==> config.mk <==
export PLATFORM = sky130hd
export DESIGN_NAME = sysmem_fb_transfer
export DESIGN_NICKNAME = d
export VERILOG_FILES = /design/src/rtl/sysmem_fb_pkg.sv /design/src/rtl/sysmem_fb_transfer.sv
export SDC_FILE = /design/constraint.sdc
export NUM_CORES = 1
export LEC_CHECK = 0
export CAP_MARGIN = 20
export CORE_MARGIN = 3
export CORE_UTILIZATION = 35
export CTS_BUF_LIST = sky130_fd_sc_hd__clkbuf_8 sky130_fd_sc_hd__clkbuf_16
export CTS_CLUSTER_DIAMETER = 30
export DETAILED_ROUTE_END_ITERATION = 12
export HOLD_SLACK_MARGIN = 0.08
export PLACE_DENSITY = 0.68
export SYNTH_ARGS = -nofsm -noshare
export SYNTH_HDL_FRONTEND = slang
export SYNTH_SLANG_ARGS = --single-unit
==> constraint.sdc <==
create_clock -name i_clk -period 2.4 [get_ports i_clk]
set_clock_uncertainty 0.1 [all_clocks]
set_input_delay 0.48 -clock i_clk [delete_from_list [all_inputs] [get_ports i_clk]]
set_output_delay 0.48 -clock i_clk [all_outputs]
set_load 0.01 [all_outputs]
==> src/rtl/sysmem_fb_pkg.sv <==
// Shared definitions for the system-memory to frame-buffer copy engine.
// Holds the FSM state encoding, the pixel width and the default image size.
package sysmem_fb_pkg;

  typedef enum logic [2:0] {
    IDLE,
    RD_REQ,
    RD_CAP,
    WR,
    DONE
  } state_t;

  localparam int PIX_W             = 24;
  localparam int DEFAULT_NUM_WORDS = 100;

endpackage

==> src/rtl/sysmem_fb_transfer.sv <==
// sysmem_fb_transfer
// Copies NUM_WORDS RGB words from system memory into the display frame buffer.
// Each word is read (RD_REQ), captured (RD_CAP), and then written with a
// WEFB/FBReady handshake (WR). Done pulses once after the last accepted write.
// Optional feature: define SYSMEM_FB_CHECKSUM_EN to add the o_checksum port,
// a running modulo-2**DW sum of every word accepted by the frame buffer.
module sysmem_fb_transfer
  import sysmem_fb_pkg::*;
#(
  parameter int NUM_WORDS = DEFAULT_NUM_WORDS,
  parameter int SM_AW     = 7,
  parameter int FB_AW     = 7,
  parameter int DW        = PIX_W
) (
  input  logic             i_clk,
  input  logic             i_reset,
  input  logic             i_start,
  output logic             o_busy,
  output logic             o_done,
  output logic             o_resm,
  output logic [SM_AW-1:0] o_addrSm,
  input  logic [DW-1:0]    i_wData,
  output logic             o_wefb,
  output logic [FB_AW-1:0] o_addrFb,
  output logic [DW-1:0]    o_fbData,
  input  logic             i_fbReady
`ifdef SYSMEM_FB_CHECKSUM_EN
  ,
  output logic [DW-1:0]    o_checksum
`endif
);

  localparam logic [SM_AW-1:0] LAST_IDX = SM_AW'(NUM_WORDS - 1);

  state_t             r_state;
  logic               r_busy;
  logic               r_done;
  logic               r_resm;
  logic               r_wefb;
  logic [SM_AW-1:0]   r_index;
  logic [DW-1:0]      r_fbData;

  logic               w_accept;
  logic               w_lastWord;

  assign w_accept   = r_wefb && i_fbReady;
  assign w_lastWord = (r_index == LAST_IDX);

  // The index is both the read address and the write address of the current word.
  assign o_addrSm = r_index;
  assign o_addrFb = FB_AW'(r_index);
  assign o_busy   = r_busy;
  assign o_done   = r_done;
  assign o_resm   = r_resm;
  assign o_wefb   = r_wefb;
  assign o_fbData = r_fbData;

  // Transfer FSM with registered strobes, index counter and captured write data.
  always_ff @(posedge i_clk) begin
    if (i_reset) begin
      r_state  <= IDLE;
      r_busy   <= 1'b0;
      r_done   <= 1'b0;
      r_resm   <= 1'b0;
      r_wefb   <= 1'b0;
      r_index  <= '0;
      r_fbData <= '0;
    end else begin
      r_done <= 1'b0;
      case (r_state)
        IDLE: begin
          if (i_start) begin
            r_state <= RD_REQ;
            r_index <= '0;
            r_busy  <= 1'b1;
            r_resm  <= 1'b1;
          end
        end
        RD_REQ: begin
          r_state <= RD_CAP;
          r_resm  <= 1'b0;
        end
        RD_CAP: begin
          r_state  <= WR;
          r_fbData <= i_wData;
          r_wefb   <= 1'b1;
        end
        WR: begin
          if (w_accept) begin
            r_wefb <= 1'b0;
            if (w_lastWord) begin
              r_state <= DONE;
              r_busy  <= 1'b0;
              r_done  <= 1'b1;
            end else begin
              r_state <= RD_REQ;
              r_index <= r_index + 1'b1;
              r_resm  <= 1'b1;
            end
          end
        end
        DONE: begin
          r_state <= IDLE;
        end
        default: begin
          r_state <= IDLE;
        end
      endcase
    end
  end

`ifdef SYSMEM_FB_CHECKSUM_EN
  logic [DW-1:0] r_checksum;

  assign o_checksum = r_checksum;

  // Running sum of accepted words; cleared when a new transfer is accepted.
  always_ff @(posedge i_clk) begin
    if (i_reset) begin
      r_checksum <= '0;
    end else if (r_state == IDLE && i_start) begin
      r_checksum <= '0;
    end else if (r_state == WR && w_accept) begin
      r_checksum <= r_checksum + r_fbData;
    end
  end
`endif

endmodule

==> flow_summary.yaml, run 1 <==
die:
  row_count: 23
  start_util: 0.3781
  die_y_um: 73.14
  coreArea_um2: 4173
  fp.dieArea_um2: 5349
  die_width_um: 73.14
  io_pins: 70
sta:
  drv_slew: 0
  tns_ns: 0
  fmax_mhz: 491.9
  fin_crit_sh: 0.8471
  tightest_slew_ns: 0.4004
  relSlewSlack: 0.7326
  hold_ws_ns: 0.3547
  rsz0062_at_grt: "false"
  hold_violations: 0
  fin_crit_ns: 2.033
  layout_setup_ws_ns: 0.3669
  finalSetupViolCount: 0
clock_tree:
  cts_setup_buffers: 0
  cts.path.max_buffers: 2
  cts_made_buffers: 5
  cts_tree: "yes"
  insertion_delay_ns: 0.27
  cts.repair.resized: 0
  cts_sinks: 38
  cts_root_buffer: "clkbuf_8"
  cts.clk_slew.worst_paths_ns: 0.07
  ctsHoldBuffers: 0
  cts_max_level: 2
run_status:
  status: "complete, no violations"
worst_setup_path:
  timing.rr.end: "o_addrFb[3]"
  critPathMaxFanout: 10
  slowest_stage: "clkdlybuf4s50_1"
  cp.required_ns: 1.82
  critical_path.cell_chain: "clkdlybuf4s50_1"
  cp-start-kind: "flip-flop"
  path_delay_family: "buffers and inverters"
  reg2reg_from: "o_addrFb[0]"
  criticalPathCategory: "reg -> out"
  r2r_slack_ns: 0.51
  crit_path_max_incr_delay_ns: 0.62
  end_kind: "primary output"
  critPathBufInv: 1
  reg2reg_depth: 5
  cp_data_arrival_time_ns: 1.45
yosys:
  yosys.cell_types.count: 34
  ys_ff_latch: 38
  synthTopCellsByArea: "dfxtp_1, nand2_1, a21oi_1, buf_4, clkbuf_1"
  syn_area_um2: 1578
  syn_inst: 195
  syn-num-nets: 224
  yosysMostFrequentCell: "nand2_1"
  yosysTopAreaCellShare: 0.4822
  synth.avg_cell_area_um2: 8.091
  synth-edff-count: 0
  ys_warn_count: 0
  ys_top_cells_by_count: "nand2_1, dfxtp_1, a21oi_1, clkbuf_1"
  ys_seq_area_frac: 0.4822
  synth_async_sr_flop_share: 0
  yosys.area.top_type: "dfxtp_1"
  synth_ff_type: "dfxtp_1"
job:
  maxCapViolations: 0
power:
  power_uw: 1304
  ir_drop_mv: 0.3881
  p_per_area_nw_per_um2: 563.2
  combPwrFrac: 0.174
  cellLeakagePower_uw: 0.0007973
  p_int_uw: 980.0
  clock_power_share: 0.297
  seq_power_share: 0.529
  swShare: 0.2487
  switching_power_uw: 324.5
min_path:
  worstHoldPathCells: 2
  min-delay-start: "o_fbData[13]"
  hp-class: "reg -> reg"
  min_to: "o_fbData[13]"
placement:
  io_buffers: 69
  gp_congestion: 0.8097
  dp_hpwl_mm: 2.718
  pre_cts_slack_ns: 0.2916
global_routing:
  antenna_found_initial: 0
  gr-max-usage-layer: "met2"
  use_met3: 0.05096
  use_met2: 0.2363
  grt_pass1_vias: 1334
  met1_usage: 0.1890
  gr-total-overflow: 0
  grt.total_usage: 0.1474
  grt_pass1_wl_mm: 6.272
  grt_start_max_net_pins: 34
route:
  routed_wl_mm: 3.947
  drt_iter0_drc: 91
  viasPerCell: 4.885
  wl_per_cell_um: 12.98
  antenna_left: 0
  dr.pass1.iters: 4
  vias: 1485
  drc: 0
final_layout:
  final_nets: 283
  antenna_cells: 0
  drive_above_1_share: 0.04724
  syn_to_final_growth_pct: 46.79
  fillers: 390
[final cells by class]
| cell class | instances | area, um^2 | share of cell area |
|---|---|---|---|
| multi-input cells | 134 | 691.9 | 0.2988 |
| clock buffers | 5 | 68.82 | 0.02971 |
| flip-flops and latches | 38 | 760.7 | 0.3285 |
| repair buffers | 72 | 713.2 | 0.3079 |
| well taps | 50 | 62.56 | 0.02701 |
| inverters | 3 | 11.26 | 0.004862 |
| clock inverters | 2 | 7.507 | 0.003241 |
[worst max path at each step]
stage                      from           to  slack [ns]  cells past startpoint
floorplan           o_addrFb[1]  o_addrFb[4]        0.69                      5
global placement        i_start  o_addrFb[3]        0.30                      5
detailed placement      i_start  o_addrFb[3]        0.29                      5
CTS                 o_addrFb[2]  o_addrFb[2]        0.36                      1
global route        o_addrFb[2]  o_addrSm[2]        0.29                      1
finish              o_addrFb[2]  o_addrFb[2]        0.37                      1
[state kept, by name, summed over array words and instances (netlist names)]
name      count
o_fbData     24
o_addrFb      7
r_state       3
o_busy        1
o_done        1
o_resm        1
o_wefb        1
[power groups by stage]
stage               Combinational, uW  Clock, uW  Sequential (uW)
floorplan                        96.3          0              709
global placement                  228          0              704
detailed placement                229          0              704
CTS                               230        406              690
global route                      249        430              695
finish                            227        388              690
[metrics by stage]
step	utilization	instance area (um^2)	cells
floorplan	-	1578	195
global placement	0.5367	2240	297
detailed placement	0.5367	2240	297
CTS	0.5550	2316	304
global route	0.5550	2316	304
finish	0.5550	2316	304
[metal layers]
metal,part of all wire,up-vias
met5,0,-
met4,0.0043,0
met3,0.066,2
met2,0.48,43
met1,0.45,669
li1,-,771
[cells by family (layout without fill, tap and decap cells)]
group / after synthesis / after routing / share of synthesized area
flops: 38 / 38 / 0.4822
simple gates: 85 / 85 / 0.2530
compound gates: 48 / 48 / 0.1776
buf+inv: 23 / 82 / 0.07930
fa+ha+maj: 1 / 1 / 0.007929
[layout by cell type (no fill, tap or decap), types with 3 or more instances in the layout]
cell type        count
clkdlybuf4s50_1     69
nand2_1             56
dfxtp_1             38
a21oi_1             32
nor2_1               7
nor3_1               5
inv_1                5
clkbuf_8             5
a41oi_1              3
a31oi_1              3
buf_4                3
No activity file was read; power rests on OpenSTA's default activity.
==> run 2, diff against run 1 <==
PLACE_DENSITY = 0.71   (was 0.68)
clock period = 1.76 ns   (was 2.4 ns; I/O delays follow)
==> flow_summary.yaml, run 2 (synthesized netlist as in run 1, its figures left out) <==
die:
  io_pins: 70
  coreArea_um2: 4173
  fp.dieArea_um2: 5349
  die_width_um: 73.14
  die_y_um: 73.14
  start_util: 0.3781
  row_count: 23
route:
  vias: 1530
  viasPerCell: 4.842
  drc: 0
  wl_per_cell_um: 12.98
  drt_iter0_drc: 59
  dr.pass1.iters: 4
  antenna_left: 0
  routed_wl_mm: 4.103
clock_tree:
  cts_sinks: 38
  cts_made_buffers: 5
  cts.path.max_buffers: 2
  insertion_delay_ns: 0.28
  cts_tree: "yes"
  cts_root_buffer: "clkbuf_8"
  cts_max_level: 2
  cts.clk_slew.worst_paths_ns: 0.07
sta:
  drv_slew: 0
  fmax_mhz: 588.6
  relSlewSlack: 0.7465
  rsz0062_at_grt: "true"
  hold_violations: 0
  tightest_slew_ns: 0.3798
  finalSetupViolCount: 0
  fin_crit_sh: 0.9652
  fin_crit_ns: 1.699
worst_setup_path:
  cp_data_arrival_time_ns: 1.25
  cp-start-kind: "flip-flop"
  cp.depth: 1
  slowest_stage: "clkdlybuf4s50_1"
  crit_path_max_incr_delay_ns: 0.56
  r2r_slack_ns: 0.10
  critPathBufInv: 1
  critPathMaxFanout: 7
  reg2reg_depth: 5
  reg2reg_from: "o_addrFb[0]"
  critical_path.cell_chain: "clkdlybuf4s50_1"
  endpoint: "o_addrSm[4]"
  end_kind: "primary output"
  timing.rr.end: "o_addrFb[5]"
  crit_path_start: "o_addrFb[4]"
  cp.required_ns: 1.31
  criticalPathCategory: "reg -> out"
  path_delay_family: "buffers and inverters"
final_layout:
  fillers: 380
  seq_area_um2: 772.0
  layout_commonest_cell: "clkdlybuf4s50_1"
  multi_input_comb_area_um2: 713.2
  antenna_cells: 0
  final_nets: 295
  largest_register_ffs: 24
  syn_to_final_growth_pct: 55.35
  final_cell_mix: "clkdlybuf4s50_1, nand2_1, dfxtp_1"
  drive_above_1_share: 0.1203
  fin_util: 0.5874
run_status:
  status: "complete, no violations"
power:
  ir_drop_mv: 0.4353
  p_per_area_nw_per_um2: 736.5
  power_uw: 1805
  cellLeakagePower_uw: 0.0009510
placement:
  io_buffers: 69
  gp_congestion: 0.7630
  dp_hpwl_mm: 2.810
global_routing:
  grt_pass1_wl_mm: 6.334
  grt.total_usage: 0.1496
  gr-total-overflow: 0
  antenna_found_initial: 0
  grt_start_max_net_pins: 26
  grt_pass1_vias: 1367
min_path:
  min-delay-start: "o_fbData[11]"
  hp-class: "reg -> reg"
job:
  maxCapViolations: 0
-- run 2: cell count changes in the layout (fill, tap and decap cells not counted), moves of 2 or more --
cell,before,now
buf_4,3,15
clkdlybuf4s50_1,69,64
dfxtp_1,38,33
dlymetal6s2s_1,0,5
dfxtp_2,0,3
dfxtp_4,0,2
-- run 2: report_power, final --
part | total (uW) | internal, uW | switching, uW
registers | 937 | 903 | 34.2
clock network | 544 | 261 | 283
logic | 324 | 181 | 143
-- run 2: area by class of cell --
class | count | area share
clock inverter | 2 | 0.003063
sequential | 38 | 0.3150
inverter | 3 | 0.004594
tap | 50 | 0.02552
clock buffer | 5 | 0.02808
multi-input combinational | 134 | 0.2910
timing repair buffer | 84 | 0.3328
-- run 2: routing by layer --
layer | up-vias | GRT usage | share of wire
met5 | - | 0 | 0
met4 | 0 | 0.04918 | 0.011
met3 | 5 | 0.04959 | 0.055
met2 | 43 | 0.2413 | 0.48
met1 | 688 | 0.1871 | 0.45
li1 | 794 | - | -
-- run 2: worst min path at each step --
stage | depth (start not counted) | slack (ns) | endpoint
floorplan | 2 | 0.38 | o_fbData[0]
CTS | 2 | 0.36 | o_fbData[15]
detailed placement | 2 | 0.35 | o_fbData[11]
global placement | 2 | 0.34 | o_fbData[9]
global route | 2 | 0.37 | o_fbData[23]
finish | 2 | 0.35 | o_fbData[11]
-- run 2: through the flow --
stage | std cells | area, um^2 | setup WS [ns] | hold slack, ns | setup TNS (ns)
after floorplan | 195 | 1578 | 0.05029 | 0.3805 | 0
after global placement | 308 | 2322 | -0.1453 | 0.3415 | -0.9692
after detailed placement | 308 | 2322 | -0.1829 | 0.3463 | -1.274
after CTS | 315 | 2402 | 0.0001380 | 0.3564 | 0
after global routing | 316 | 2451 | -0.002819 | 0.3700 | -0.002819
final | 316 | 2451 | 0.06118 | 0.3536 | 0
-- run 2: repair_timing --
item / CTS / global route
buffers inserted: 0 / 1
hold buffers: 0 / 0
setup endpoints to repair: 6 / 19
resized for setup: 3 / 13
